**src/rtl/sw_pkg.sv**
```systemverilog
// Shared Smith-Waterman definitions: score/length widths, base encoding and
// the collector FSM state encoding, reused by sw_pe, the array top and sw_max_collector.
package sw_pkg;

  parameter int SCORE_W = 16;
  parameter int LEN_W   = 16;

  typedef enum logic [1:0] {
    BASE_A = 2'd0,
    BASE_C = 2'd1,
    BASE_G = 2'd2,
    BASE_T = 2'd3
  } base_t;

  typedef enum logic [1:0] {
    ST_IDLE = 2'd0,
    ST_RUN  = 2'd1,
    ST_DONE = 2'd2
  } state_t;

endpackage

```
**src/rtl/sw_max_collector.sv**
```systemverilog
// Tracks the maximum score (and optionally its 0-based position) over a run of
// len_i valid samples; one-cycle update latency. Position tracking needs SW_MAX_POS_EN.
module sw_max_collector #(
  parameter int SCORE_W = sw_pkg::SCORE_W,
  parameter int LEN_W   = sw_pkg::LEN_W
) (
  input  logic               clk,
  input  logic               rst,
  input  logic               start_i,
  input  logic [LEN_W-1:0]   len_i,
  input  logic               valid_i,
  input  logic [SCORE_W-1:0] score_i,
  input  logic               ack_i,
  output logic [SCORE_W-1:0] max_o,
  output logic [LEN_W-1:0]   max_pos_o,
  output logic               busy_o,
  output logic               done_o
);
  import sw_pkg::*;

  state_t             r_state;
  state_t             w_state_nxt;
  logic [LEN_W-1:0]   r_len;
  logic [LEN_W-1:0]   r_cnt;
  logic [SCORE_W-1:0] r_max;
  logic               r_busy;
  logic               r_done;
  logic               w_busy_nxt;
  logic               w_done_nxt;
  logic               w_accept;
  logic               w_take;
  logic               w_last;
  logic               w_gt;

  // A new run may start from DONE as well; start_i has priority over ack_i there.
  assign w_accept = start_i && ((r_state == ST_IDLE) || (r_state == ST_DONE));
  assign w_take   = (r_state == ST_RUN) && valid_i;
  assign w_last   = w_take && (r_cnt == (r_len - LEN_W'(1)));
  assign w_gt     = (score_i > r_max);

  always_ff @(posedge clk) begin
    if (rst) begin
      r_state <= ST_IDLE;
      r_busy  <= 1'b0;
      r_done  <= 1'b0;
    end else begin
      r_state <= w_state_nxt;
      r_busy  <= w_busy_nxt;
      r_done  <= w_done_nxt;
    end
  end

  always_comb begin
    w_state_nxt = r_state;
    case (r_state)
      ST_IDLE: begin
        if (start_i) begin
          w_state_nxt = (len_i != '0) ? ST_RUN : ST_DONE;
        end
      end
      ST_RUN: begin
        if (w_last) begin
          w_state_nxt = ST_DONE;
        end
      end
      ST_DONE: begin
        if (start_i) begin
          w_state_nxt = (len_i != '0) ? ST_RUN : ST_DONE;
        end else if (ack_i) begin
          w_state_nxt = ST_IDLE;
        end
      end
      default: w_state_nxt = ST_IDLE;
    endcase
  end

  always_comb begin
    w_busy_nxt = (w_state_nxt == ST_RUN);
    w_done_nxt = (w_state_nxt == ST_DONE);
  end

  // Strict compare: ties keep the earliest maximum.
  always_ff @(posedge clk) begin
    if (rst) begin
      r_len <= '0;
      r_cnt <= '0;
      r_max <= '0;
    end else if (w_accept) begin
      r_len <= len_i;
      r_cnt <= '0;
      r_max <= '0;
    end else if (w_take) begin
      r_cnt <= r_cnt + LEN_W'(1);
      if (w_gt) begin
        r_max <= score_i;
      end
    end
  end

`ifdef SW_MAX_POS_EN
  logic [LEN_W-1:0] r_max_pos;

  always_ff @(posedge clk) begin
    if (rst) begin
      r_max_pos <= '0;
    end else if (w_accept) begin
      r_max_pos <= '0;
    end else if (w_take && w_gt) begin
      r_max_pos <= r_cnt;
    end
  end

  assign max_pos_o = r_max_pos;
`else
  assign max_pos_o = '0;
`endif

  assign max_o  = r_max;
  assign busy_o = r_busy;
  assign done_o = r_done;

endmodule
```
**config.mk**
```make
export PLATFORM = sky130hd
export DESIGN_NAME = sw_max_collector
export DESIGN_NICKNAME = d
export VERILOG_FILES = /design/src/rtl/sw_pkg.sv /design/src/rtl/sw_max_collector.sv
export SDC_FILE = /design/constraint.sdc
export NUM_CORES = 1
export LEC_CHECK = 0
export ABC_CLOCK_PERIOD_IN_PS = 7000
export CAP_MARGIN = 10
export CORE_MARGIN = 1
export CORE_UTILIZATION = 31
export CTS_BUF_LIST = sky130_fd_sc_hd__clkbuf_8
export DETAILED_ROUTE_END_ITERATION = 8
export SYNTH_ARGS = -nofsm -noshare
export SYNTH_HDL_FRONTEND = slang
export SYNTH_SLANG_ARGS = --single-unit
```
**constraint.sdc**
```tcl
create_clock -name clk -period 7 [get_ports clk]
set_input_delay 1.4 -clock clk [delete_from_list [all_inputs] [get_ports clk]]
set_output_delay 1.4 -clock clk [all_outputs]
set_load 0.03 [all_outputs]
```
==> qor.yml <==
synth_enable_flop_cells: 0
rsz0062_at_grt: "no"
clock_path_buffers: 2
crit_path_end_kind: "flop"
fill_cells: 1048
min_period_ps: 3730
p_int_mw: 0.431
fmax_mhz: 268
slowest_stage: "a31oi_2"
synth_top_area_share_pct: 33.3
nets: 490
crit_chain: "clkdlybuf4s50_1, ha_1, nand3_1, or3_1, nor2_1, o21ai_1, a31oi_2, buf_4, mux2i_1"
outcome: "finished, final reports clean"
vias: 2648
initial_core_util_pct: 32.0
criticalPathCategory: "input port to flop"
die_height_um: 102
clock_sinks: 52
met3_usage_pct: 3.56
cts_setup_buffers: 0
synth_top_area_cell: "dfxtp_1"
cts_resized: 0
place.port_buffers: 54
ys_seq_area_share_pct: 33.3
synthArstFlopShare_pct: 0
critPathBufInv: 2
gr-usage-met1_pct: 18.1
timing.critical_path.required_ps: 7220
startpoint_type: "input port"
ys_ff_latch: 52
clock_skew_ps: 12.8
grt_max_degree: 33
clock_latency_ps: 300
first_iter_violations: 91
finalHoldViolCount: 0
regArea_um2: 1040
p_sw_share_pct: 29.9
synth_commonest_cells: "nand2_1, dfxtp_1, nor2_1"
synth_cell_type_count: 46
p_per_area_nw_per_um2: 162
ios: 71
cts_buffers: 5
synthTopCellsByArea: "dfxtp_1, nand2_1, ha_1"
drc: 0
wl_per_cell_um: 12.6
postSynthAreaPerCell_um2: 8.06
core_region_area_um2: 9770
combPwrFrac_pct: 23.3
syn_inst: 388
grt_pass1_wl_um: 12100
switchingPower_mw: 0.184
crit_fanout: 9
cpLargestDelayFamily: "buffers and inverters"
ctsRootBufferMaster: "clkbuf_8"
worst_path_largest_cell_delay_ps: 550
slew_violations: 0
ys.flop_type: "dfxtp_1"
ys_warn_count: 0
die-area_um2: 10500
areaGrowthSynthToFinish_pct: 21.4
drt_first_pass_iters: 4
worst_slew_pin_slew_ps: 1120
tns_ps: 0
worstHoldPathType: "flop to flop"
final-setup-viol-count: 0
grt_use_met2_pct: 25.4
slew_headroom_pct: 25.2
die_w_um: 102
antenna_found_initial: 0
cts-htree-levels: 2
grt_usage_pct: 14.6
routabilityCongestion: 0.794
grt_overflow: 0
arrival_ps: 3960
multi_input_area_um2: 1880
cts_hold_buffers: 0
fin_crit_sh_pct: 53.4
grt_pass1_vias: 2679
yosysMostFrequentCell: "nand2_1"
p_leak_nw: 1.37
drive_gt1_share_pct: 3.00
path_clk_slew_ps: 90
num_rows: 36
num_antenna_cells: 0
p_clk_share_pct: 25.5
vdd_ir_drop_max_mv: 0.0734
ant_nets: 0
via_per_inst: 4.68
cts_tree: "done"
dp_hpwl_um: 5600
syn-cell-area_um2: 3130
fin_util_pct: 38.9
maxCapViolations: 0
wl_um: 7140
busiest_layer: "met2"
pwr-share-seq_pct: 51.2
## logic make-up after synthesis
| group | Yosys count | share of synthesized area, % |
|---|---|---|
| mux | 16 | 5.12 |
| xor+xnor | 37 | 10.4 |
| flops | 52 | 33.3 |
| compound gates | 57 | 12.4 |
| simple gates | 154 | 23.1 |
| fa+ha+maj | 18 | 7.20 |
| buf+inv | 53 | 8.36 |
| other cells | 1 | 0.120 |
## sequential cells by signal (all words and copies together), names as in the netlist
name	count
max_o	16
r_cnt	16
r_len	16
r_state	2
busy_o	1
done_o	1
## power groups by stage
stage | clock network [mW] | logic [mW] | registers (mW)
3_5_place_dp | 0 | 0.144 | 0.322
4_1_cts | 0.163 | 0.145 | 0.315
3_3_place_gp | 0 | 0.142 | 0.322
6_report | 0.157 | 0.143 | 0.315
5_1_grt | 0.173 | 0.160 | 0.317
2_1_floorplan | 0 | 0.101 | 0.323
## through the flow
step	setup WS, ps	total power, mW	instances	instance area (um2)	hold slack (ps)
final	3270	0.615	566	3800	480
after global routing	3110	0.650	566	3800	501
after CTS	3250	0.623	566	3800	482
after detailed placement	2950	0.466	561	3730	466
after global placement	3020	0.464	561	3730	461
after floorplan	3660	0.424	403	3180	446
## final timing paths
kind / start / end / slack (ps) / depth (start not counted)
max: score_i[15] / max_o[14]$_SDFFE_PP0P_ / 3270 / 9
min: r_len[15]$_SDFFE_PP0P_ / r_len[15]$_SDFFE_PP0P_ / 480 / 2
max reg2reg: max_o[14]$_SDFFE_PP0P_ / max_o[14]$_SDFFE_PP0P_ / 4410 / 9
min reg2reg: r_len[15]$_SDFFE_PP0P_ / r_len[15]$_SDFFE_PP0P_ / 480 / 2
## layout make-up
cell class	count	area share, %
Clock buffer	5	1.81
Sequential cell	52	27.4
Multi-Input combinational cell	298	49.6
Timing Repair Buffer	56	14.6
Inverter	22	2.17
Tap cell	133	4.38
## tightest hold or removal path, cell delays in order, from the launching register on
cell	delay, ps
dfxtp_1	330
nand2_1	50
a21oi_1	50
## per-layer routing
metal	routed length (um)	up-vias
met5	0	-
met4	37	0
met3	385	4
met2	3370	64
met1	3340	1208
li1	-	1372
## cells in the final DEF (no fill, tap or decap), types with 5 or more instances in the layout
cell type and count:
clkdlybuf4s50_1 54, clkbuf_8 5, dfxtp_1 52, nand3_1 6, a21oi_1 25, nand2_1 76, xnor2_1 17, conb_1 16
inv_1 22, ha_1 18, mux2i_1 16, xor2_1 20, nand4_1 9, nor2_1 29, o31ai_1 6
(Power assumes the default switching activity.)
